[src/rtl/rdl_subreg_pkg.sv]
// Shared types and helpers for the register-bus slice: APB adapter FSM
// states, timeout counter width and the byte-strobe to bit-mask expansion.
package rdl_subreg_pkg;

  // Width of the WAIT-state timeout counter; holds TimeoutCycles up to 255.
  localparam int ApbTimeoutW = 8;

  // APB adapter states; 2 bits leave one unused encoding, caught by default arms.
  typedef enum logic [1:0] {
    ApbIdle = 2'd0,
    ApbWait = 2'd1,
    ApbResp = 2'd2
  } apb_state_e;

  // Expand a 4-bit byte strobe into a 32-bit mask: bit i follows strb[i/8].
  function automatic logic [31:0] strb2mask(input logic [3:0] strb);
    logic [31:0] mask;
    mask = 32'h0000_0000;
    for (int i = 0; i < 32; i++) begin
      mask[i] = strb[i / 8];
    end
    return mask;
  endfunction

endpackage

[src/rtl/rdl_apb4_adapter.sv]
// APB4 completer that converts each aligned APB transfer into a single-cycle
// register-bus request, waits for the register-side ack (bounded by a timeout)
// and returns the response as a one-cycle PREADY with PRDATA/PSLVERR.
// Misaligned addresses are answered with an error without touching the register bus.
module rdl_apb4_adapter
  import rdl_subreg_pkg::*;
#(
  parameter int AW            = 12,
  parameter int DW            = 32,
  parameter int TimeoutCycles = 16
) (
  input  logic            clk,
  input  logic            rst_n,
  input  logic            psel,
  input  logic            penable,
  input  logic            pwrite,
  input  logic [AW-1:0]   paddr,
  input  logic [DW-1:0]   pwdata,
  input  logic [DW/8-1:0] pstrb,
  output logic            pready,
  output logic [DW-1:0]   prdata,
  output logic            pslverr,
  output logic            reg_req,
  output logic            reg_we,
  output logic [AW-1:0]   reg_addr,
  output logic [DW-1:0]   reg_wdata,
  output logic [DW-1:0]   reg_wmask,
  input  logic            reg_ack,
  input  logic [DW-1:0]   reg_rdata,
  input  logic            reg_err
);

  if (DW != 32) begin : g_bad_dw
    $error("rdl_apb4_adapter: DW must be 32");
  end

  if ((TimeoutCycles < 1) || (TimeoutCycles > 255)) begin : g_bad_timeout
    $error("rdl_apb4_adapter: TimeoutCycles must be in 1..255");
  end

  localparam logic [ApbTimeoutW-1:0] TimeoutLim = ApbTimeoutW'(TimeoutCycles);

  apb_state_e             state;
  logic [ApbTimeoutW-1:0] wait_cnt;
  logic [ApbTimeoutW-1:0] wait_cnt_inc;

  // Next value of the WAIT counter, compared against the timeout limit.
  always_comb begin
    wait_cnt_inc = wait_cnt + 8'd1;
  end

  // Transfer FSM: request issue, ack/timeout wait and one-cycle response, all outputs registered.
  always_ff @(posedge clk or negedge rst_n) begin
    if (!rst_n) begin
      state     <= ApbIdle;
      wait_cnt  <= 8'd0;
      pready    <= 1'b0;
      prdata    <= {DW{1'b0}};
      pslverr   <= 1'b0;
      reg_req   <= 1'b0;
      reg_we    <= 1'b0;
      reg_addr  <= {AW{1'b0}};
      reg_wdata <= {DW{1'b0}};
      reg_wmask <= {DW{1'b0}};
    end else begin
      // reg_req is a one-cycle pulse; only the IDLE accept path raises it.
      reg_req <= 1'b0;
      case (state)
        ApbIdle: begin
          pready   <= 1'b0;
          pslverr  <= 1'b0;
          prdata   <= {DW{1'b0}};
          wait_cnt <= 8'd0;
          if (psel && !penable) begin
            if (paddr[1:0] == 2'b00) begin
              reg_req   <= 1'b1;
              reg_we    <= pwrite;
              reg_addr  <= {paddr[AW-1:2], 2'b00};
              reg_wdata <= pwdata;
              reg_wmask <= pwrite ? strb2mask(pstrb) : {DW{1'b1}};
              state     <= ApbWait;
            end else begin
              // Misaligned: answer immediately with an error, register bus untouched.
              pready  <= 1'b1;
              pslverr <= 1'b1;
              prdata  <= {DW{1'b0}};
              state   <= ApbResp;
            end
          end else begin
            state <= ApbIdle;
          end
        end
        ApbWait: begin
          if (!psel) begin
            // Master abandoned the transfer; any later ack lands in IDLE and is ignored.
            wait_cnt <= 8'd0;
            state    <= ApbIdle;
          end else if (reg_ack) begin
            // Ack has priority over a coincident timeout.
            pready   <= 1'b1;
            pslverr  <= reg_err;
            prdata   <= reg_we ? {DW{1'b0}} : reg_rdata;
            wait_cnt <= 8'd0;
            state    <= ApbResp;
          end else if (wait_cnt_inc == TimeoutLim) begin
            pready   <= 1'b1;
            pslverr  <= 1'b1;
            prdata   <= {DW{1'b0}};
            wait_cnt <= 8'd0;
            state    <= ApbResp;
          end else begin
            wait_cnt <= wait_cnt_inc;
          end
        end
        ApbResp: begin
          pready   <= 1'b0;
          pslverr  <= 1'b0;
          prdata   <= {DW{1'b0}};
          wait_cnt <= 8'd0;
          state    <= ApbIdle;
        end
        default: begin
          pready   <= 1'b0;
          pslverr  <= 1'b0;
          prdata   <= {DW{1'b0}};
          wait_cnt <= 8'd0;
          state    <= ApbIdle;
        end
      endcase
    end
  end

endmodule

[config.mk]
export PLATFORM = sky130hd
export DESIGN_NAME = rdl_apb4_adapter
export DESIGN_NICKNAME = d
export VERILOG_FILES = /design/src/rtl/rdl_subreg_pkg.sv /design/src/rtl/rdl_apb4_adapter.sv
export SDC_FILE = /design/constraint.sdc
export NUM_CORES = 1
export LEC_CHECK = 0
export BUFFER_PORTS_ARGS = -buffer_cell sky130_fd_sc_hd__buf_2
export CAP_MARGIN = 20
export CORE_UTILIZATION = 46
export CTS_CLUSTER_SIZE = 28
export DETAILED_ROUTE_END_ITERATION = 7
export PLACE_DENSITY = 0.8
export SYNTH_ARGS = -nofsm -noshare
export SYNTH_HDL_FRONTEND = slang
export SYNTH_SLANG_ARGS = --single-unit
export TNS_END_PERCENT = 10
[constraint.sdc]
create_clock -name clk -period 2.21 [get_ports clk]
set_input_delay 0.1105 -clock clk [delete_from_list [all_inputs] [get_ports clk]]
set_output_delay 0.1105 -clock clk [all_outputs]
set_load 0.05 [all_outputs]
After elaboration in Yosys (flattened, before gate mapping)
Index checks and enable logic that the tools add are counted.
{ "word_totals": {"register_bits": 120, "in_bits": 87} }
{ "op_classes": {"addsub": 1, "n_eq_ne": 5, "n_mux": 28, "n_reduce_logical": 6} }
{ "ops": {"columns": ["op", "n"], "rows": [
  ["$mux W32", 6],
  ["$mux W8", 4],
  ["$mux W1", 10],
  ["$mux W2", 5],
  ["$add A8 B1 Y8 const B", 1],
  ["$eq A8 B5 Y1 const B", 1],
  ["$logic_not A2 Y1", 2],
  ["$ne A4 B4 Y1 const B", 1],
  ["$pmux W1 S2", 2],
  ["$pmux W2 S2", 1],
  ["$ne A3 B3 Y1 const B", 1],
  ["$reduce_and A3 Y1", 1],
  ["$eq A2 B1 Y1 const B", 1],
  ["$ne A2 B2 Y1 const B", 1],
  ["$reduce_and A2 Y1", 1],
  ["$logic_and A1 B1 Y1", 1],
  ["$logic_not A1 Y1", 1]
]} }

Depth between registers and ports, before layout
Gate-level depths: netlist (run 1).
{ "depth": {"depth_word": 6, "mapped_depth": 6, "ltp_nobuf": 5} }

Worst setup path before layout (run 1)
No wires, ideal clock.
{ "synth_path": {"kind": "reg-to-reg", "from": "register state[0]", "to": "register reg_addr[10]", "setup_time_ns": 0.125, "arrival_time_ns": 1.804, "slack_ns": 0.281, "path_stages_with_launch": 6, "path_buffers": 2, "path_cell_list": "dfrtp_1 or4b_1 or3_1 buf_6 buf_6 mux2_4"} }
{ "synth_between": {"elab_chain_len": 2} }
{ "synth_lines": {"columns": ["item", "line", "source"], "rows": [
  ["start, declared", "rdl_apb4_adapter.sv:43", "apb_state_e state;"],
  ["start signal, assigned", "rdl_apb4_adapter.sv:55", "state <= ApbIdle;"],
  ["start signal, assigned", "rdl_apb4_adapter.sv:81", "state <= ApbWait;"],
  ["start signal, assigned", "rdl_apb4_adapter.sv:87", "state <= ApbResp;"],
  ["$logic_not A2 Y1", "rdl_apb4_adapter.sv:68", "case (state)"],
  ["$reduce_and A3 Y1 (no source line)", null, null],
  ["end signal, assigned", "rdl_apb4_adapter.sv:62", "reg_addr <= {AW{1'b0}};"],
  ["end signal, assigned", "rdl_apb4_adapter.sv:78", "reg_addr <= {paddr[AW-1:2], 2'b00};"],
  ["end, declared", "rdl_apb4_adapter.sv:25", "output logic [AW-1:0] reg_addr,"]
]} }
No other way between the ends.
A chain may end at the register's enable or synchronous reset.

Worst setup path in the final report (run 1)
{ "layout_path": {"from": "register state[0]", "to": "register reg_addr[2]"} }
The elaborated chain is that of the path after synthesis.

==> results of run 1 <==
[worst max-delay path, stage by stage, from the launching register on]
cell and delay, ns:
dfrtp_1 0.40, or4b_1 0.54, or3_2 0.46, buf_12 0.23
mux2_4 0.36
[power by group through the flow]
stage | logic (mW) | registers, mW | clock network [mW]
4_1_cts | 2.38 | 2.09 | 1.24
2_1_floorplan | 1.06 | 2.97 | 0
6_report | 2.41 | 2.12 | 1.21
3_3_place_gp | 2.25 | 2.11 | 0
3_5_place_dp | 2.28 | 2.13 | 0
5_1_grt | 2.50 | 2.14 | 1.31
[through the flow]
stage	util, %	std cells
global route	68.1	697
detailed placement	57.5	612
CTS	67.6	693
finish	68.1	697
floorplan	-	345
global placement	57.5	612
[synthesized netlist by cell type]
cell / instances / share of area (%)
clkbuf_1: 7 / 0.64
or3b_2: 1 / 0.21
conb_1: 1 / 0.092
a2111oi_4: 1 / 0.67
nor2_1: 8 / 0.73
and3_1: 1 / 0.15
nor2b_1: 5 / 0.76
nand3b_1: 2 / 0.37
a21bo_2: 1 / 0.24
a31oi_1: 1 / 0.15
o21ai_0: 39 / 4.8
a21oi_1: 1 / 0.12
nand4_1: 2 / 0.31
o31a_1: 2 / 0.43
mux2_2: 3 / 0.82
buf_6: 5 / 1.4
inv_1: 2 / 0.18
o21ai_1: 1 / 0.12
a2111oi_0: 1 / 0.21
xnor2_1: 2 / 0.43
nor3_1: 3 / 0.37
or4b_1: 1 / 0.24
nand2b_1: 3 / 0.46
xor2_1: 5 / 1.1
a211o_1: 1 / 0.21
ha_1: 2 / 0.61
buf_4: 30 / 5.5
clkbuf_2: 3 / 0.37
mux2_4: 40 / 15
or3_1: 1 / 0.15
and2_1: 2 / 0.31
nand3_1: 2 / 0.24
dfrtp_1: 92 / 56
nand2_1: 72 / 6.6
o211a_1: 1 / 0.24
[how the worst min path moves through the flow]
stage	startpoint	cells past startpoint	endpoint	slack (ns)
final	reg_rdata[1]	3	prdata[1]	0.01
after floorplan	rst_n	0	prdata[0]	-0.19
after CTS	reg_rdata[1]	3	prdata[1]	0.0003
after global placement	rst_n	1	prdata[21]	0.15
after detailed placement	rst_n	1	pready	0.16
after global routing	pwdata[14]	2	reg_wdata[14]	0.001
[registers in the layout (all words and copies together) (netlist names)]
signal     count
reg_addr      10
reg_wdata     32
pready         1
wait_cnt       8
reg_we         1
prdata        32
reg_wmask      4
state          2
reg_req        1
pslverr        1
[layer usage]
metal | share of wire, % | vias up | routed length (um) | global-route usage (%)
li1 | - | 1597 | - | -
met4 | 1.0 | 0 | 119 | 6.74
met3 | 6.4 | 11 | 743 | 5.63
met2 | 51 | 132 | 5880 | 40.0
met1 | 42 | 1681 | 4810 | 27.2
met5 | 0 | - | 0 | 0
[layout make-up]
class	instances	area share [%]
multi-input cells	206	25.0
repair buffers	274	30.0
clock inverters	5	1.44
clock buffers	10	2.16
inverters	2	0.127
well taps	108	2.29
flip-flops and latches	92	39.0
[cell families (layout without fill, tap and decap cells)]
logic type	after synthesis	in the layout	synth area share [%]
XOR/XNOR	7	7	1.50
other	1	2	0.0915
AND/OR/NAND/NOR	103	103	10.9
AO/OA/AOI/OAI	49	49	7.18
multiplexers	43	43	15.5
buffers and inverters	47	291	8.06
flip-flops	92	92	56.2
adder cells (fa/ha/maj)	2	2	0.611
[what timing repair did]
| item | 4_1_cts | 5_1_grt |
|---|---|---|
| setup endpoints to repair | 0 | 1 |
| endpoints found under the hold margin | 107 | 4 |
| setup buffers | 0 | 0 |
| hold buffers | 66 | 4 |
| gates resized for setup | 0 | 1 |
==> results.yml, run 1 <==
grt:
  grt_use_total_pct: 22.6
  grt_max_degree: 54
  antenna_found_initial: 0
  grt_pass1_wl_um: 15900
  grt_remaining_overflow: 0
  grt_pass1_vias: 3249
cts:
  htree_levels: 3
  clockBufferDepth: 2
  clockRootBuffer: "clkbuf_8"
  cts.sinks: 92
  cts.clk_slew.worst_paths_ns: 0.09
  clk_latency_ns: 0.34
  numCtsBuffers: 9
  cts_tree: "built"
power:
  netSwitchingPower_mw: 2.49
  share_comb_of_total_power_pct: 42.0
  p_sw_share_pct: 43.4
  power_mw: 5.74
  seq_power_share_pct: 36.9
  power_density_nw_per_um2: 971
  vdd_drop_max_mv: 0.747
  share_clk_of_total_power_pct: 21.1
  intPower_mw: 3.24
  leakagePower_nw: 3.13
cells_and_area:
  layout_commonest_cell: "buf_2"
  n_antenna_cell: 0
  final_nets: 674
  final_area_um2: 5910
  layout_common_cells: "buf_2 (195), dfrtp_1 (92), nand2_1 (72)"
  seq_area_um2: 2300
  areaGrowthSynthToFinish_pct: 44.2
  multi_input_area_um2: 1480
  fill_cells: 597
  drive_gt1_share_pct: 45.3
route:
  first_pass_iters: 6
  num_vias: 3421
  route.detailed.drc: 0
  routed_wl_um: 11500
  drtAntennaViolNets: 0
  drt_iter0_drc: 100
  vias_per_cell: 4.91
  wl_per_cell_um: 16.6
floorplanning:
  start_util_pct: 47.2
  fp.dieArea_um2: 9290
  die_x_um: 96.4
  coreArea_um2: 8680
  io_pins: 199
  fp.dieH_um: 96.4
  rows: 34
sta:
  finalSetupViolCount: 0
  clock.fmax_ghz: 0.471
  tightest_slew_ns: 0.598
  holdWs_ns: 0.0119
  setup_tns_ns: 0
  fin_ws_ns: 0.0853
  slew_headroom_pct: 60.2
  finalCritPeriodShare_pct: 96.1
  final_max_slew_viol_count: 0
  fin_worst_skew_ns: 0.0162
  period_needed_ns: 2.12
  rsz0062_at_grt: "false"
  hold_viol_final: 0
critical_path:
  cp-end-kind: "register"
  reg2reg_to: "reg_addr[2]"
  crit_end: "reg_addr[2]"
  start_kind: "register"
  r2r_cells: 4
  crit_fanout: 53
  critPathKind: "reg2reg"
  crit_start: "state[0]"
  worstPathRequired_ns: 2.44
  rrSetupSlack_ns: 0.09
  r2r_start: "state[0]"
  arrival_ns: 2.35
placement:
  io_buffers: 196
  postPlaceCellArea_um2: 4990
  dp_slack_ns: 0.108
  post-dp-hpwl_um: 6580
  place.gp.congestion: 0.815
synthesis:
  syn_avg_cell_area_um2: 11.9
  synthCells: 344
  synth_seq_area_share_pct: 56.2
  yosysUniqueCellTypes: 35
  ys_seq_elements: 92
  synth-warning-count: 0
  syn-cell-area_um2: 4100
min_path:
  hp-class: "in2reg"
flow_run:
  maxCapViolCount: 0
status:
  status: "complete, no violations"
Note: power is estimated with default switching activity, not from simulation.
==> run 2, diff against run 1 <==
--- a/config.mk
+++ b/config.mk
@@ -8,9 +8,11 @@
 export BUFFER_PORTS_ARGS = -buffer_cell sky130_fd_sc_hd__buf_2
 export CAP_MARGIN = 20
 export CORE_UTILIZATION = 46
+export CTS_CLUSTER_DIAMETER = 120
 export CTS_CLUSTER_SIZE = 28
 export DETAILED_ROUTE_END_ITERATION = 7
-export PLACE_DENSITY = 0.8
+export PLACE_DENSITY = 0.83
+export RECOVER_POWER = 100
 export SYNTH_ARGS = -nofsm -noshare
 export SYNTH_HDL_FRONTEND = slang
 export SYNTH_SLANG_ARGS = --single-unit
==> run 2 against run 1 <==
  * The flow now finishes with violations (capacitance limit)
  * Flip-flop and latch count unchanged
  * Combinational power fell by 10%
  * Die area stayed put
  * Sequential power hardly changed
  * Register-to-register slack got worse by 0.02 ns
  * Worst hold slack improved by 0.016 ns
  * Clock power fell by 13%
  * First-iteration DRC count decreased by 1.0%
  * Sequential share of layout area increased by 2.0 points
  * Largest power group unchanged
==> results.yml, run 2 (synthesis results as in run 1) <==
power:
  power_mw: 5.33
  leakagePower_nw: 2.56
  power_density_nw_per_um2: 949
  vdd_drop_max_mv: 0.548
cells_and_area:
  fill_cells: 742
  n_antenna_cell: 0
  drive_gt1_share_pct: 20.2
  final_area_um2: 5620
  areaGrowthSynthToFinish_pct: 37.0
  final_nets: 677
  layout_common_cells: "clkbuf_1 (111), dfrtp_1 (92), buf_2 (85)"
  layout_commonest_cell: "clkbuf_1"
  reg.largest.list: "prdata: 32 flops, reg_wdata: 32 flops, reg_addr: 10 flops"
critical_path:
  slowest_stage: "or4b_1"
  cpPeakStageDelay_ns: 0.57
  critPathBufInv: 1
  arrival_ns: 2.37
  crit_chain: "or4b_1, or3_2, buf_8, mux2_1"
  cp-end-kind: "register"
  cpLargestDelayFamily: "simple AND/OR/NAND/NOR gates"
  start_kind: "register"
  worstPathRequired_ns: 2.44
  critPathKind: "reg2reg"
  crit_fanout: 33
status:
  violations: "capacitance limit"
  status: "complete, but fails checks"
route:
  route.detailed.drc: 0
  wl_met3_um: 795
  routed_wl_um: 11800
  routed.top_layer: "met4"
  vias_per_cell: 4.83
  drt_iter0_drc: 99
  wl_per_cell_um: 16.9
  drtAntennaViolNets: 0
  met1_length_um: 4670
  first_pass_iters: 5
  met2_length_um: 6150
  num_vias: 3386
floorplanning:
  fp.dieArea_um2: 9290
  io_pins: 199
  start_util_pct: 47.2
  coreArea_um2: 8680
  die_x_um: 96.4
  fp.dieH_um: 96.4
  rows: 34
grt:
  grt_use_total_pct: 24.3
  antenna_found_initial: 0
  grt_pass1_wl_um: 16700
  grt_pass1_vias: 3362
  grt_remaining_overflow: 0
  grt_max_degree: 60
sta:
  period_needed_ns: 2.15
  hold_viol_final: 0
  rsz0062_at_grt: "false"
  fin_ws_ns: 0.0624
  final_max_slew_viol_count: 0
  finalSetupViolCount: 0
  tightest_slew_ns: 1.50
  fin_worst_skew_ns: 0.0157
  setup_tns_ns: 0
  holdWs_ns: 0.0279
  clock.fmax_ghz: 0.466
  finalCritPeriodShare_pct: 97.2
  slew_headroom_pct: 0.301
cts:
  cts_tree: "built"
  clockRootBuffer: "clkbuf_8"
  numCtsBuffers: 9
  htree_levels: 3
  cts.sinks: 92
  clk_latency_ns: 0.35
  clockBufferDepth: 2
  cts.clk_slew.worst_paths_ns: 0.09
min_path:
  hp-class: "in2reg"
placement:
  place.gp.congestion: 0.753
  io_buffers: 196
  post-dp-hpwl_um: 6650
  postPlaceCellArea_um2: 4990
  dp_slack_ns: 0.0867
flow_run:
  maxCapViolCount: 1
==> run 2: cell types whose count changed in the layout (fill, tap and decap cells not counted), sizes merged <==
cell	change
buf	-113
clkbuf	+114
clkinv	+2
dlygate4sd3	+3
bufinv	-2
==> run 2: power breakdown <==
group,switching (mW),internal (mW)
logic,1.73,0.428
registers,0.193,1.93
clock network,0.581,0.473
==> run 2: cell type report <==
cell class / count / area (um2) / area share [%]
clock buffer: 11 / 151 / 2.70
clock inverter: 5 / 35.0 / 0.624
inverter: 2 / 7.51 / 0.134
multi-input combinational: 206 / 1340 / 23.8
sequential: 92 / 2300 / 41.0
tap: 108 / 135 / 2.41
timing repair buffer: 277 / 1650 / 29.3
==> run 2: worst paths after layout <==
| path | start | end | slack, ns | depth (start not counted) |
|---|---|---|---|---|
| max in group asynchronous | rst_n | reg_addr[5] | 0.66 | 2 |
| worst max-delay path | state[0] | reg_addr[4] | 0.06 | 4 |
| worst min-delay path | pwdata[24] | reg_wdata[24] | 0.03 | 2 |
| worst min register to register | reg_wdata[8] | reg_wdata[8] | 0.50 | 1 |
| min in group asynchronous | rst_n | prdata[25] | 0.67 | 2 |
| worst max register to register | state[0] | reg_addr[4] | 0.06 | 4 |
==> run 2: metal layers <==
metal	vias up	global-route usage, %
met3	15	5.71
met1	1626	27.0
met5	-	0
li1	1600	-
met4	0	10.4
met2	145	44.2
==> run 2: per-stage QoR <==
stage               std cells  utilization, %
floorplan                 345               -
global placement          612            57.5
detailed placement        612            57.5
CTS                       701            68.1
global route              701            64.7
finish                    701            64.7
==> run 2: what timing repair did <==
action                                 in CTS  in global routing
hold buffers                               73                  0
endpoints found under the hold margin     130                  0
buffers inserted                            0                  0
resized for setup                           0                  0
